==> config.mk <==
export PLATFORM = sky130hd
export DESIGN_NAME = lsu_writeback
export DESIGN_NICKNAME = d
export VERILOG_FILES = /design/src/rtl/lsu_writeback.sv
export SDC_FILE = /design/constraint.sdc
export NUM_CORES = 1
export LEC_CHECK = 0
export CAP_MARGIN = 20
export CORE_MARGIN = 3
export CORE_UTILIZATION = 35
export DETAILED_ROUTE_END_ITERATION = 8
export PLACE_DENSITY = 0.73
export SETUP_SLACK_MARGIN = 0.4
export SLEW_MARGIN = 20
export SYNTH_ARGS = -nofsm -noshare
export SYNTH_HDL_FRONTEND = slang
export SYNTH_SLANG_ARGS = --single-unit
==> constraint.sdc <==
create_clock -name clk -period 1.7 [get_ports clk]
set_input_delay 0.34 -clock clk [delete_from_list [all_inputs] [get_ports clk]]
set_output_delay 0.34 -clock clk [all_outputs]
set_load 0.02 [all_outputs]
==> src/rtl/lsu_writeback.sv <==
`default_nettype none
// ============================================================================
// Module   : lsu_writeback
// Purpose  : Load/store execution stage. It takes rs1 (base) and rs2 (store
//            data) from the register file and runs one data-memory transaction
//            over a req/gnt/rvalid handshake. For loads it produces the
//            register-file write-back triple (rf_en, rf_rd, rf_data).
// Revision : 1.0 - initial release
// ----------------------------------------------------------------------------
// Parameters
//   XLEN       datapath / address width (the RV32 byte-lane logic assumes 32)
//   RF_ADDR_W  register index width
// Ports
//   clk, rst              clock (rising edge), asynchronous active-low reset
//   start                 one-cycle access request, sampled only in IDLE
//   is_store, funct3      access type and RV32I width/sign code
//   base, offset          rs1 value and signed 12-bit immediate
//   store_data, rd_in     rs2 value and load destination index
//   busy, done, misalign  status; done is a one-cycle pulse
//   mem_*                 data-memory request channel and read response
//   rf_en, rf_rd, rf_data register-file write port
// Build option
//   LSU_MISALIGN_TRAP_EN  when defined, misaligned half/word accesses skip
//                         memory and complete with misalign = 1. When not
//                         defined, the low address bits are forced to the
//                         natural lane and the access proceeds normally.
// ============================================================================
module lsu_writeback #(
  parameter int XLEN      = 32,
  parameter int RF_ADDR_W = 5
) (
  input  logic                 clk,
  input  logic                 rst,
  input  logic                 start,
  input  logic                 is_store,
  input  logic [2:0]           funct3,
  input  logic [XLEN-1:0]      base,
  input  logic [11:0]          offset,
  input  logic [XLEN-1:0]      store_data,
  input  logic [RF_ADDR_W-1:0] rd_in,
  output logic                 busy,
  output logic                 done,
  output logic                 misalign,
  output logic                 mem_req,
  output logic                 mem_we,
  output logic [XLEN-1:0]      mem_addr,
  output logic [XLEN-1:0]      mem_wdata,
  output logic [3:0]           mem_be,
  input  logic                 mem_gnt,
  input  logic                 mem_rvalid,
  input  logic [XLEN-1:0]      mem_rdata,
  output logic                 rf_en,
  output logic [RF_ADDR_W-1:0] rf_rd,
  output logic [XLEN-1:0]      rf_data
);

  typedef enum logic [1:0] {
    S_IDLE = 2'd0,
    S_REQ  = 2'd1,
    S_WAIT = 2'd2,
    S_DONE = 2'd3
  } state_t;

  localparam logic [1:0] C_SIZE_B = 2'b00;
  localparam logic [1:0] C_SIZE_H = 2'b01;

  state_t state, state_nxt;

  // Request decode, evaluated from the live inputs in the start cycle
  logic [XLEN-1:0] w_ea;
  logic [1:0]      w_size;
  logic            w_legal;
  logic            w_misalign;
  logic            w_skip;
  logic [1:0]      w_lane;
  logic [3:0]      w_be;
  logic [XLEN-1:0] w_wdata;

  // Latched transaction
  logic                 r_is_store;
  logic [2:0]           r_funct3;
  logic [1:0]           r_lane;
  logic [RF_ADDR_W-1:0] r_rd;
  logic                 r_skip;
  logic                 r_we;
  logic [XLEN-1:0]      r_addr;
  logic [XLEN-1:0]      r_wdata;
  logic [3:0]           r_be;
  logic [RF_ADDR_W-1:0] r_rf_rd;
  logic [XLEN-1:0]      r_rf_data;

  // Load extraction
  logic [7:0]      w_byte;
  logic [15:0]     w_half;
  logic [XLEN-1:0] w_load_data;

  assign w_ea   = base + {{(XLEN-12){offset[11]}}, offset};
  assign w_size = funct3[1:0];

  // Loads accept B/H/W/BU/HU; stores accept only SB/SH/SW.
  always_comb begin
    w_legal = 1'b0;
    case (funct3)
      3'b000, 3'b001, 3'b010: w_legal = 1'b1;
      3'b100, 3'b101:         w_legal = ~is_store;
      default:                w_legal = 1'b0;
    endcase
  end

`ifdef LSU_MISALIGN_TRAP_EN
  assign w_misalign = w_legal &
                      (((w_size == C_SIZE_H) & w_ea[0]) |
                       ((w_size == 2'b10) & (w_ea[1:0] != 2'b00)));
  assign w_lane     = w_ea[1:0];
`else
  // Without trapping, misaligned low bits are snapped to the natural lane.
  assign w_misalign = 1'b0;
  always_comb begin
    w_lane = 2'b00;
    case (w_size)
      C_SIZE_B: w_lane = w_ea[1:0];
      C_SIZE_H: w_lane = {w_ea[1], 1'b0};
      default:  w_lane = 2'b00;
    endcase
  end
`endif

  assign w_skip = ~w_legal | w_misalign;

  // Byte enables follow the access lane for loads and stores alike; stores
  // replicate the data across every lane so the memory just applies mem_be.
  always_comb begin
    w_be    = 4'b1111;
    w_wdata = store_data;
    case (w_size)
      C_SIZE_B: begin
        w_be    = 4'b0001 << w_lane;
        w_wdata = {(XLEN/8){store_data[7:0]}};
      end
      C_SIZE_H: begin
        w_be    = 4'b0011 << w_lane;
        w_wdata = {(XLEN/16){store_data[15:0]}};
      end
      default: begin
        w_be    = 4'b1111;
        w_wdata = store_data;
      end
    endcase
  end

  // State register
  always_ff @(posedge clk or negedge rst) begin
    if (!rst) state <= S_IDLE;
    else      state <= state_nxt;
  end

  // Next state and status outputs
  always_comb begin
    state_nxt = state;
    busy      = 1'b1;
    done      = 1'b0;
    mem_req   = 1'b0;
    case (state)
      S_IDLE: begin
        busy = 1'b0;
        if (start) state_nxt = w_skip ? S_DONE : S_REQ;
      end
      S_REQ: begin
        mem_req = 1'b1;
        if (mem_gnt) state_nxt = r_is_store ? S_DONE : S_WAIT;
      end
      S_WAIT: begin
        if (mem_rvalid) state_nxt = S_DONE;
      end
      S_DONE: begin
        done      = 1'b1;
        state_nxt = S_IDLE;
      end
      default: state_nxt = S_IDLE;
    endcase
  end

  // Latch the request; nothing here changes until the next accepted start.
  always_ff @(posedge clk or negedge rst) begin
    if (!rst) begin
      r_is_store <= 1'b0;
      r_funct3   <= 3'b000;
      r_lane     <= 2'b00;
      r_rd       <= '0;
      r_skip     <= 1'b0;
      r_we       <= 1'b0;
      r_addr     <= '0;
      r_wdata    <= '0;
      r_be       <= 4'b0000;
    end else if ((state == S_IDLE) && start) begin
      r_is_store <= is_store;
      r_funct3   <= funct3;
      r_lane     <= w_lane;
      r_rd       <= rd_in;
      r_skip     <= w_skip;
      r_we       <= is_store & ~w_skip;
      r_addr     <= {w_ea[XLEN-1:2], 2'b00};
      r_wdata    <= w_wdata;
      r_be       <= w_be;
    end
  end

`ifdef LSU_MISALIGN_TRAP_EN
  logic r_misalign;
  always_ff @(posedge clk or negedge rst) begin
    if (!rst)                          r_misalign <= 1'b0;
    else if ((state == S_IDLE) && start) r_misalign <= w_misalign;
  end
  assign misalign = done & r_misalign;
`else
  assign misalign = 1'b0;
`endif

  // Load data extraction from the returned word
  always_comb begin
    w_byte = mem_rdata[7:0];
    case (r_lane)
      2'b00:   w_byte = mem_rdata[7:0];
      2'b01:   w_byte = mem_rdata[15:8];
      2'b10:   w_byte = mem_rdata[23:16];
      default: w_byte = mem_rdata[31:24];
    endcase
  end

  assign w_half = r_lane[1] ? mem_rdata[31:16] : mem_rdata[15:0];

  always_comb begin
    w_load_data = mem_rdata;
    case (r_funct3)
      3'b000:  w_load_data = {{(XLEN-8){w_byte[7]}}, w_byte};
      3'b001:  w_load_data = {{(XLEN-16){w_half[15]}}, w_half};
      3'b100:  w_load_data = {{(XLEN-8){1'b0}}, w_byte};
      3'b101:  w_load_data = {{(XLEN-16){1'b0}}, w_half};
      default: w_load_data = mem_rdata;
    endcase
  end

  // Write-back registers only move for a load that will actually write, so
  // rf_rd/rf_data keep their previous contents across rd = 0 loads and stores.
  always_ff @(posedge clk or negedge rst) begin
    if (!rst) begin
      r_rf_rd   <= '0;
      r_rf_data <= '0;
    end else if ((state == S_WAIT) && mem_rvalid && (r_rd != '0)) begin
      r_rf_rd   <= r_rd;
      r_rf_data <= w_load_data;
    end
  end

  assign mem_we    = r_we;
  assign mem_addr  = r_addr;
  assign mem_wdata = r_wdata;
  assign mem_be    = r_be;
  assign rf_en     = done & ~r_is_store & ~r_skip & (r_rd != '0);
  assign rf_rd     = r_rf_rd;
  assign rf_data   = r_rf_data;

endmodule
`default_nettype wire

=== Word level (Yosys, flattened, before mapping) ===
Cells that the tools add are included.
Widths: inputs -> output; s select.

* Memories: 0
* RAM bits: 0
* Register bits: 118
* Bits in latches: 0
* Bits in read-only memories: 0

* Mux-type cells: 16
* Eq/ne operators: 16
* Reduce and logical (&&, ||, !) cells: 12
* Shift operators: 2
* Divide/modulo/power cells: 0
* $lt $le $gt $ge: 0
* Add/sub/neg operators: 1
* Bitwise logic cells: 8
* Multipliers: 0

{| class="wikitable"
|+ Operators with widths
! cell !! number
|-
| $pmux 32 s4 || 1
|-
| $pmux 32 s2 || 1
|-
| $add 32x32->32 || 1
|-
| $pmux 8 s3 || 1
|-
| $mux 16 || 1
|-
| $eq 3x3->1 const B || 4
|-
| $mux 2 || 4
|-
| $pmux 2 s4 || 1
|-
| $pmux 4 s2 || 1
|-
| $eq 2x1->1 const B || 3
|-
| $eq 2x2->1 const B || 3
|-
| $eq 3x1->1 const B || 2
|-
| $logic_not 2->1 || 3
|-
| $logic_not 3->1 || 2
|-
| $ne 2x2->1 const B || 3
|-
| $reduce_bool 5->1 || 1
|-
| $and 1x1->1 || 4
|-
| $mux 1 || 4
|-
| $not 1->1 || 4
|-
| $pmux 2 s2 || 1
|-
| $shl 1x2->4 const A || 1
|-
| $shl 2x2->4 const A || 1
|-
| $eq 3x2->1 const B || 1
|-
| $logic_and 1x1->1 || 3
|-
| other kinds (4) || 4
|}

=== Logic depth before layout (Yosys ltp) ===
* Depth after elaboration: 6
* Mapped depth: 10
* Mapped depth without buffers: 10

=== Worst setup path after synthesis ===
No wires, ideal clock.

* Path kind: input to register
* Start: in offset[11]
* End: reg r_addr[31] (netlist: mem_addr[31])
* Data arrival time: 2.060 ns
* Path slack: -0.464 ns
* Stages on the path: 9
* Library setup time: 0.104 ns
* Path through: ha_1 > buf_6 > a21oi_1 > o211ai_1 > a221oi_2 > o31ai_4 > a21oi_4 > a21oi_2 > o41ai_2

* Word-level cells in the longest chain between the ends: 1

{| class="wikitable"
|+ RTL lines
! element !! line !! RTL
|-
| start: declaration || 38 || <nowiki>input logic [11:0] offset,</nowiki>
|-
| $add 32x32->32 || 97 || <nowiki>assign w_ea = base + {{(XLEN-12){offset[11]}}, offset};</nowiki>
|-
| end signal: assignment || 202 || <nowiki>r_addr <= {w_ea[XLEN-1:2], 2'b00};</nowiki>
|-
| end: declaration || 86 || <nowiki>logic [XLEN-1:0] r_addr;</nowiki>
|}

Every way passes these cells.
A chain may end at the register's enable or synchronous reset.

=== Worst setup path after layout ===
* Start: in offset[11]
* End: reg r_addr[25] (netlist: mem_addr[25])

Same word-level chain as after synthesis.

==> impl_metrics.ini <==
[outcome]
status = finished with violations
violations = negative setup slack

[global_routing]
use_met1 = 0.322
grt_max_degree = 42
grt_use_met3 = 0.0672
gr-usage-all-layers = 0.266
antenna_found_initial = 0
grt_overflow = 0
grt_pass1_wl_um = 46600
grt_pass1_vias = 8577
busiest_layer = met2
use_met2 = 0.461

[synth]
synth_seq_cells = 118
synth-edff-count = 0
yosysWarnings = 0
synth_ff_type = dfrtp_1
netlist_area_um2 = 7150
synthCells = 810
synth-async-reset-ratio = 1.00
synth.yosys.seq_area_share = 0.413
yosysUniqueCellTypes = 72
syn_avg_cell_area_um2 = 8.82

[worst_setup_path]
crit_path_start = offset[11]
crit_type = in -> reg
worstPathArrival_ns = 2.36
r2r_start = r_lane[1]
startpoint_type = primary input
critical_path.max_fanout = 6
cp.required_ns = 2.01
end_kind = flip-flop

[timing]
rsz0062_at_grt = yes
fmax_mhz = 488
report.final.slew_viol_count = 0
final-hold-violation-count = 0
fin_crit_ns = 2.05
layout_setup_ws_ns = -0.351
min_period_over_period = 1.21
tightest_slew_ns = 0.519
tns_ns = -8.96
skew_ns = 0.00562
holdWs_ns = 0.396
setup_viol = 62
slew_headroom = 0.654

[finish]
synthToLayoutAreaGrowth_pct = 108
n_antenna_cell = 0
drive_gt1_frac = 0.555
final_util = 0.751
fin_nets = 1478
filler_cell_count = 1226
final_cells = 1597

[clocking]
cts_sinks = 118
cts_buffer_depth = 2
cts_max_level = 4
path_clk_slew_ns = 0.06
clock_latency_ns = 0.42
numCtsBuffers = 17
cts-root-buf = clkbuf_16
tritoncts = yes

[floorplan]
core-area_um2 = 19800
io_pins = 233
die_w_um = 149
rows = 51
start_util = 0.361
die_area_um2 = 22200
die_y_um = 149

[route]
drc_errors = 0
first_pass_iters = 5
routedWlPerCell_um = 20.7
ant_nets = 0
wirelength_um = 33100
viasPerCell = 5.40
dr_total_vias = 8622
drt_iter0_drc = 522

[power_and_ir_drop]
switchingPower_uw = 9740
p_int_uw = 14400
ir_drop_mv = 0.899
power_frac_seq = 0.221
p_comb_frac = 0.627
p_per_area_nw_per_um2 = 1630
leakage_uw = 0.00676
swShare = 0.404
clkPwrFrac = 0.152

[flow_run]
cap_violations = 0

[placed_design]
io_buffers = 229
dp_hpwl_um = 18900
dp_worst_setup_slack_ns = -1.17
placed_cells = 1411
gp_congestion = 0.889

[min_path]
hp-start = offset[0]
hp-class = in -> reg
==> timing repair <==
action / CTS / global route
gates resized for setup: 972 / 120
hold buffers: 1 / 0
pin swaps: 141 / 60
cloned: 21 / 0
setup endpoints to repair: 226 / 226
buffers inserted: 74 / 58
endpoints found under the hold margin: 31 / 0
==> cells in the mapped netlist, drive strengths merged, types with 3 or more instances <==
master | n | share of area
a2bb2oi | 7 | 0.0086
nand2 | 156 | 0.082
or3 | 4 | 0.0035
o211ai | 6 | 0.0077
a31o | 3 | 0.0037
xor2 | 11 | 0.013
ha | 36 | 0.063
nor3 | 10 | 0.0093
inv | 18 | 0.0095
and3 | 4 | 0.0039
a211oi | 9 | 0.0095
o21bai | 4 | 0.0042
nor2b | 3 | 0.0026
a221oi | 5 | 0.0096
nand4 | 7 | 0.0082
a21oi | 87 | 0.065
xnor2 | 12 | 0.015
mux2 | 8 | 0.013
clkbuf | 34 | 0.022
dfrtp | 118 | 0.41
buf | 13 | 0.013
nand2b | 6 | 0.0053
nand3 | 12 | 0.0091
o21ai | 74 | 0.052
mux2i | 34 | 0.048
nor2 | 72 | 0.038
a21o | 17 | 0.018
and2 | 5 | 0.0044
a31oi | 3 | 0.0026
==> critical path: stages <==
cell,delay [ns]
buf_12,0.11
buf_12,0.14
ha_4,0.24
a21oi_2,0.18
o211ai_1,0.16
a221oi_4,0.33
o31ai_4,0.15
buf_4,0.16
a221oi_2,0.25
xor2_1,0.20
o21ai_1,0.08
==> placed cells by master, fill, tap and decap left out, types with 17 or more instances in the layout <==
master	synthesis	layout
nor2_1	72	45
mux2i_1	34	34
a21oi_1	82	39
clkbuf_16	0	17
o21ai_1	12	25
buf_12	0	19
nor2_4	0	17
dfrtp_1	118	116
a21oi_2	4	41
nand2_2	1	24
clkdlybuf4s50_1	0	87
nand2_1	155	99
buf_16	0	18
nand2_4	0	33
o21ai_2	0	37
buf_4	4	222
ha_4	0	23
buf_6	3	153
==> through the flow <==
| step | area [um2] | total power (uW) |
|---|---|---|
| floorplan | 7750 | 10400 |
| global placement | 11300 | 14900 |
| detailed placement | 11300 | 15100 |
| CTS | 13900 | 22100 |
| global route | 14900 | 25200 |
| finish | 14900 | 24100 |
==> flip-flops by register name, indices dropped and copies added (netlist names), 2 cells and up <==
signal,cells
mem_addr,30
mem_be,4
mem_wdata,32
r_funct3,3
r_lane,2
r_rd,5
rf_data,32
rf_rd,5
state,2
==> power by group through the flow <==
| stage | combinational [uW] | clock (uW) | sequential [uW] |
|---|---|---|---|
| finish | 15100 | 3670 | 5340 |
| global placement | 9880 | 0 | 4990 |
| global route | 15900 | 3850 | 5450 |
| floorplan | 4030 | 0 | 6390 |
| detailed placement | 10000 | 0 | 5040 |
| CTS | 13100 | 3690 | 5290 |
==> worst paths after layout <==
kind                       slack, ns             to  depth (start not counted)
max reg2reg                    -0.15    rf_data[31]                          8
min in group asynchronous       0.43     rf_data[5]                          2
min                             0.40      mem_be[1]                          4
max in group asynchronous       0.63   mem_addr[16]                          3
min reg2reg                     0.51  mem_wdata[16]                          2
max                            -0.35   mem_addr[25]                         11
==> per-layer routing <==
| metal | share of wire | wire (um) |
|---|---|---|
| met5 | 0 | 0 |
| met4 | 0.039 | 1280 |
| met3 | 0.075 | 2490 |
| met2 | 0.51 | 16800 |
| met1 | 0.38 | 12500 |
==> cell families after synthesis <==
group                    Yosys count  share of synthesized area
AND/OR/NAND/NOR                  288                      0.176
AO/OA/AOI/OAI                    235                      0.209
flip-flops                       118                      0.413
buffers and inverters             65                     0.0441
multiplexers                      43                     0.0634
adder cells (fa/ha/maj)           37                     0.0658
XOR/XNOR                          23                     0.0282
other                              1                   0.000525
==> layout make-up <==
| type | count | area (um2) | area share |
|---|---|---|---|
| multi-input cells | 632 | 5410 | 0.365 |
| inverters | 18 | 77.6 | 0.00522 |
| well taps | 265 | 332 | 0.0223 |
| flip-flops and latches | 118 | 2960 | 0.199 |
| repair buffers | 532 | 5480 | 0.369 |
| clock buffers | 18 | 439 | 0.0296 |
| clock inverters | 14 | 151 | 0.0102 |
Note: power is estimated with default switching activity, not from simulation.
